**src/rtl/mul_div_unit.sv**
```systemverilog
// mul_div_unit: iterative RV32M multiply/divide (shift-add / restoring division, 34-edge latency).
// Optional MULDIV_FAST_MUL_EN: single-edge combinational multiply; division unchanged.
module mul_div_unit #(
  parameter int XLEN = 32
) (
  input  logic            clk,
  input  logic            rst,
  input  logic            start,
  input  logic [2:0]      MDOp,
  input  logic [XLEN-1:0] A,
  input  logic [XLEN-1:0] B,
  output logic            busy,
  output logic            done,
  output logic [XLEN-1:0] MDRes
);
`ifdef MULDIV_FAST_MUL_EN
  localparam bit FAST = 1'b1;
`else
  localparam bit FAST = 1'b0;
`endif
  typedef enum logic [1:0] {IDLE, CALC, FIX, DONE} state_t;
  state_t state, nxt;
  logic [4:0]  cnt;
  logic [63:0] p;
  logic [31:0] d;
  logic [2:0]  op;
  logic        neg;
  logic        sa, sb, div0, ovf, special, fast, neg_in;
  logic [31:0] a_abs, b_abs, spec_res, fast_res, fix_res;
  logic [63:0] fp, pn;
  logic [32:0] madd, dsub;
  always_comb begin
    sa       = A[31] & (MDOp[2] ? ~MDOp[0] : (MDOp[0] ^ MDOp[1]));
    sb       = B[31] & ((MDOp == 3'b001) | (MDOp[2] & ~MDOp[0]));
    a_abs    = sa ? -A : A;
    b_abs    = sb ? -B : B;
    div0     = MDOp[2] & (B == 32'd0);
    ovf      = MDOp[2] & ~MDOp[0] & (A == 32'h8000_0000) & (B == 32'hFFFF_FFFF);
    special  = div0 | ovf;
    spec_res = div0 ? (MDOp[1] ? A : 32'hFFFF_FFFF) : (MDOp[1] ? 32'd0 : 32'h8000_0000);
    neg_in   = (MDOp[2] & MDOp[1]) ? sa : sa ^ sb;
    fast     = FAST & ~MDOp[2];
    // sign-extended 64x64 product keeps the correct low 64 bits of the two's complement result
    fp       = {{32{sa}}, A} * {{32{sb}}, B};
    fast_res = (MDOp == 3'b000) ? fp[31:0] : fp[63:32];
    madd     = {1'b0, p[63:32]} + (p[0] ? {1'b0, d} : 33'd0);
    dsub     = p[63:31] - {1'b0, d};
    pn       = neg ? -p : p;
    fix_res  = op[2] ? (op[1] ? (neg ? -p[63:32] : p[63:32]) : (neg ? -p[31:0] : p[31:0]))
                     : ((op[1:0] == 2'b00) ? pn[31:0] : pn[63:32]);
  end
  always_ff @(posedge clk or posedge rst)
    if (rst) state <= IDLE;
    else state <= nxt;
  always_comb begin
    nxt = state;
    case (state)
      IDLE: nxt = start ? ((special | fast) ? DONE : CALC) : IDLE;
      CALC: nxt = (cnt == 5'd31) ? FIX : CALC;
      FIX:  nxt = DONE;
      DONE: nxt = IDLE;
      default: nxt = IDLE;
    endcase
  end
  always_comb begin
    busy = (state == CALC) | (state == FIX);
    done = state == DONE;
  end
  always_ff @(posedge clk or posedge rst)
    if (rst) begin
      cnt   <= '0;
      p     <= '0;
      d     <= '0;
      op    <= '0;
      neg   <= 1'b0;
      MDRes <= '0;
    end else if (state == IDLE && start) begin
      cnt <= '0;
      op  <= MDOp;
      neg <= neg_in;
      d   <= MDOp[2] ? b_abs : a_abs;
      p   <= {32'd0, MDOp[2] ? a_abs : b_abs};
      if (special) MDRes <= spec_res;
      else if (fast) MDRes <= fast_res;
    end else if (state == CALC) begin
      cnt <= cnt + 5'd1;
      p   <= op[2] ? (dsub[32] ? {p[62:0], 1'b0} : {dsub[31:0], p[30:0], 1'b1})
                   : {madd, p[31:1]};
    end else if (state == FIX) MDRes <= fix_res;
endmodule

```
**config.mk**
```make
export PLATFORM = sky130hd
export DESIGN_NAME = mul_div_unit
export DESIGN_NICKNAME = d
export VERILOG_FILES = /design/src/rtl/mul_div_unit.sv
export SDC_FILE = /design/constraint.sdc
export NUM_CORES = 1
export LEC_CHECK = 0
export ABC_AREA = 0
export CORE_MARGIN = 1.5
export CORE_UTILIZATION = 50
export CTS_CLUSTER_SIZE = 14
export DETAILED_ROUTE_END_ITERATION = 7
export PLACE_DENSITY = 0.8
export SETUP_SLACK_MARGIN = 0.3
export SYNTH_ARGS = -nofsm -noshare
export SYNTH_HDL_FRONTEND = slang
export SYNTH_SLANG_ARGS = --single-unit
```
**constraint.sdc**
```tcl
create_clock -name clk -period 10.9 [get_ports clk]
set_clock_uncertainty 0.1 [all_clocks]
set_input_delay 2.18 -clock clk [delete_from_list [all_inputs] [get_ports clk]]
set_output_delay 2.18 -clock clk [all_outputs]
set_load 0.005 [all_outputs]
```
# == Yosys cells after proc, flatten, opt, wreduce, memory -nomap -nowiden ==
# Cells that the tools add are included.
# totals
reg_bits,139
latch_bits,0
ram_bits,0
rom_bits,0
elab_cells,74
n_memories,0
# classes
addsub,8
mul,0
div,0
order_cmp,0
n_eq_ne,9
shift,0
n_mux,30
bitwise,13
n_reduce_logical,7
# op_table
op,count
32-bit 2-to-1 mux,17
64-bit 2-to-1 mux,5
32-bit negation,4
"32-bit == test, second input constant",2
64-bit negation,1
32-bit by 32-bit adder with 33-bit output,1
33-bit by 32-bit subtractor with 33-bit output,1
32-bit logical NOT,1
5-bit 2-to-1 mux,2
2-bit one-hot mux with 4 select lines,1
1-bit AND,7
2-bit 2-to-1 mux,3
"5-bit by 1-bit adder with 5-bit output, second input constant",1
"5-bit == test, second input constant",1
"2-bit == test, second input constant",2
2-bit logical NOT,2
2-bit nonzero test,2
"3-bit by 1-bit == test with 1-bit output, second input constant",1
1-bit OR,3
3-bit AND reduction,1
"2-bit by 1-bit == test with 1-bit output, second input constant",1
1-bit 2-to-1 mux,2
"2-bit by 1-bit inequality test with 1-bit output, second input constant",1
"2-bit inequality test, second input constant",1
other kinds (3),4

# == Longest topological paths before layout ==
# logic_depth
word_depth,8
ltp_mapped,15

# == Worst setup path after synthesis ==
# OpenSTA, ideal clock, no wires.
# synth_path
kind,input -> register
start,in A[13]
end,reg MDRes[6]
setup_ps,132
arrival_ps,4589
required_ps,10668
slack_ps,6079
path_stages,9
path_buffers,1
path_cell_list,or4_1 -> nor4_2 -> nand2b_1 -> or4_1 -> o21ai_1 -> a21oi_1 -> clkbuf_1 -> a2111oi_0 -> nor2_1
# synth_between
elab_chain_len,6
# synth_rtl
element,line,text
"start, declared",10,"input logic [XLEN-1:0] A,"
32-bit == test,38,ovf = MDOp[2] & ~MDOp[0] & (A == 32'h8000_0000) & (B == 32'hFFFF_FFFF);
1-bit AND (2 in a row),38,
1-bit OR,39,special = div0 | ovf;
2-bit inequality test (no source line),-,
3-bit AND reduction (no source line),-,
"end signal, assigned",83,if (special) MDRes <= spec_res;
"end signal, assigned",84,else if (fast) MDRes <= fast_res;
"end signal, assigned",89,end else if (state == FIX) MDRes <= fix_res;
"end, declared",14,output logic [XLEN-1:0] MDRes
# Every way passes these cells.
# A chain may end at the register's enable or synchronous reset.

# == Worst setup path after layout ==
# layout_path
start,in A[13]
end,reg MDRes[30]
# Same word-level chain as after synthesis.

==> out/qor.csv <==
stage;metric;value;unit
synth;complex-gate fraction of the synthesized area;28.7;%
critical_path;slowest cell delay on critical path;630;ps
global_route;global route hottest layer;met2;
cells_and_area;fillcell total;2684;
cells_and_area;design area;0.0165;sq mm
critical_path;crit-path max FO;20;
place;Setup WS pre-CTS;4430;ps
timing;max_slew headroom;26.7;%
hold_path;min-delay src;MDRes[21]$_DFFE_PP0P_;
power;Pwr Density;308;mW/mm^2
cells_and_area;antenna cells;0;
timing;period utilization;56.8;%
clock_tree;clk slew on worst S/H paths;60;ps
critical_path;crit path kind;in2reg;
clock_tree;H-tree level count;4;
flow_run;Max Cap Viol;0;
synth;Yosys warning total;0;
critical_path;R2R cell count;10;
global_route;met3 Track Usage GR;8.53;%
floorplanning;Die Width;175;um
detailed_routing;post-route DRC violation count;0;
global_route;met2 Use GR;52.6;%
cells_and_area;Layout area overhead;11.9;%
synth;post-synthesis mux area share;3.95;%
critical_path;Crit-path slowest cell;or4_1;
critical_path;WP buf/inv;2;
synth;sequential-to-total area share from yosys stat;23.6;%
clock_tree;CTS max path bufs;2;
detailed_routing;WL per Instance;23.2;um
global_route;grt met1 use;49.2;%
detailed_routing;Final Routed Wirelength;54900;um
floorplanning;Initial Utilization;51.0;%
critical_path;cell chain of the critical path;clkdlybuf4s50_1 -> or4_1 -> nor4_2 -> nand2b_1 -> or4_1 -> o21ai_1 -> nand2_1 -> nand2_1 -> buf_4 -> o211ai_1 -> o41ai_1;
synth;asr flop ratio synth;100;%
detailed_routing;Via density;6.66;
status;outcome;completed;
critical_path;required time worst endpoint;11130;ps
place;Port Buffers;103;
critical_path;startpoint types;primary input;
global_route;largest net degree at the start of global routing;125;
synth;synth top area cells;dfrtp_1 (24%), o21ai_0 (7.0%), xnor2_1 (6.7%);
floorplanning;# rows;62;
hold_path;Worst Hold Depth;2;
place;DP HPWL;41500;um
synth;top-area cell type share of the netlist area;23.6;%
timing;final hold vios;0;
synth;Post-synth top flop;dfrtp_1;
floorplanning;# IOs;104;
global_route;GRT Util Overall;35.5;%
synth;post-synthesis cell type count;80;
clock_tree;hold_buf cts;0;
timing;Least-Margin Pin Slew;1100;ps
synth;Seq cells post-synth;139;
global_route;vias in the first global route;14200;
clock_tree;Root Buffer Master;clkbuf_16;
critical_path;reg2reg start;p[0]$_DFFE_PP0P_;
critical_path;crit path DAT;6420;ps
detailed_routing;via count;15800;
clock_tree;CTS resizes;0;
clock_tree;CTS tree;done;
place;routability cong.;1.02;
cells_and_area;layout cell share with drive strength beyond 1;4.54;%
timing;fin. max-slew vios;0;
cells_and_area;register area;0.00348;sq mm
hold_path;Hold EP;MDRes[21]$_DFFE_PP0P_;
timing;PnR worst setup slack;4710;ps
detailed_routing;Starting DRT DRC Count;2222;
synth;Post-synth EDFFs;0;
synth;syn_nets;2107;
cells_and_area;# nets final;2119;
synth;synth cell count leaders;nand2_1 (232), o21ai_0 (207), nor2_1 (163), dfrtp_1 (139), a21oi_1 (132);
place;Post-DP Area;0.0159;sq mm
synth;most numerous cell in the Yosys netlist;nand2_1;
critical_path;Top delay family on crit path;simple AND/OR/NAND/NOR gates;
detailed_routing;ANT nets after route;0;
synth;Synth Area in Adders;6.81;%
critical_path;Worst Setup End Kind;flip-flop;
detailed_routing;1st-pass router iterations;8;
floorplanning;core box area;0.0289;sq mm
power;IR drop worst, VDD;0.141;mV
hold_path;worst min path class;reg2reg;
global_route;initial antenna violation count;1;
power;Leak;0.00677;uW
clock_tree;CTS sink count;139;
synth;cell count after synthesis;1958;
clock_tree;CTS buffer count;17;
clock_tree;clock latency at the later pin of the worst-skew pair;450;ps
global_route;global-route wire length before repair;83700;um
timing;RSZ-0062 raised after global routing;no;
timing;final setup fails;0;
synth;XOR/XNOR Fraction of Synth Area;11.8;%
floorplanning;die footprint;0.0305;sq mm
synth;Post-Syn Area;0.0147;sq mm
timing;fmax;0.162;GHz
critical_path;Reg2Reg Setup Slack;5740;ps
timing;post-route minimum period;6190;ps
critical_path;r2r endpoint;MDRes[28]$_DFFE_PP0P_;
synth;largest family of logic cells by synthesized area;compound AO/OA/AOI/OAI gates;
clock_tree;postcts setup bufs;0;
floorplanning;Die Y;175;um
global_route;grt total ovfl;0;
synth;Yosys top cell by area;dfrtp_1;
timing;setup TNS;0;ps
synth;simple-gate portion of the synthesized area;19.8;%
synth;Synth Area per Inst;7.52;sq um
cells_and_area;Multi-input gate area;0.0105;sq mm
==> layer usage <==
metal | part of all wire, % | wire length [um] | vias to the layer above
met2 | 42 | 23200 | 1007
li1 | - | - | 7163
met5 | 0.024 | 13 | -
met3 | 12 | 6640 | 159
met1 | 41 | 22600 | 7437
met4 | 4.5 | 2450 | 2
==> state kept, by name (all words and copies together) (netlist names) <==
| register | count |
|---|---|
| p | 64 |
| neg | 1 |
| MDRes | 32 |
| d | 32 |
| cnt | 5 |
| state | 2 |
| op | 3 |
==> worst max-delay path by stage <==
stage | end | start | depth (start not counted)
final | MDRes[30]$_DFFE_PP0P_ | A[13] | 11
after global routing | MDRes[30]$_DFFE_PP0P_ | A[13] | 11
after CTS | MDRes[30]$_DFFE_PP0P_ | A[13] | 11
after detailed placement | MDRes[30]$_DFFE_PP0P_ | A[13] | 11
after global placement | MDRes[30]$_DFFE_PP0P_ | A[13] | 11
after floorplan | MDRes[0]$_DFFE_PP0P_ | rst | 1
==> kinds of logic after synthesis <==
| kind of cell | Yosys count |
|---|---|
| flops | 139 |
| compound gates | 662 |
| fa+ha+maj | 79 |
| mux | 58 |
| buf+inv | 199 |
| xor+xnor | 198 |
| simple gates | 623 |
==> worst reg2reg max path, delay by kind of cell, from the launching register on <==
kind	cells	cell delay, ps
flip-flops	1	490
AND/OR/NAND/NOR	4	2090
adder cells (fa/ha/maj)	1	300
AO/OA/AOI/OAI	3	1110
XOR/XNOR	1	110
buffers and inverters	1	840
==> cell usage in the layout, fill, tap and decap left out, types with 21 or more instances in the layout <==
cell type	n
a21o_1	26
a21oi_1	131
a22oi_1	21
a31oi_1	23
clkdlybuf4s50_1	102
dfrtp_1	137
ha_1	76
inv_1	67
mux2i_1	57
nand2_1	231
nand2b_1	25
nand3_1	34
nor2_1	161
nor3_1	36
o211ai_1	71
o21ai_0	207
o31ai_1	34
or3_1	22
xnor2_1	113
xor2_1	85
==> final cells by class <==
type / instances / share of cell area [%]
Clock buffer: 17 / 2.58
Tap cell: 384 / 2.92
Sequential cell: 139 / 21.1
Timing Repair Buffer: 122 / 7.11
Clock inverter: 15 / 1.01
Inverter: 70 / 1.63
Multi-Input combinational cell: 1620 / 63.6
==> report_power, final <==
group          leakage (uW)  total [uW]  internal, uW  switching, uW
clock              0.000282         604           326            278
combinational       0.00470        3420          1280           2140
sequential          0.00179        1050           695            351
==> per-stage QoR <==
stage / total power [uW] / std cells / utilization (%) / hold slack, ps
finish: 5070 / 2367 / 57.1 / 375
global route: 5360 / 2367 / 57.1 / 418
CTS: 4930 / 2367 / 57.1 / 385
detailed placement: 4320 / 2335 / 55.0 / 366
global placement: 4250 / 2335 / 55.0 / 367
floorplan: 3410 / 1958 / - / 350
Power figures use the tool's default switching activity.
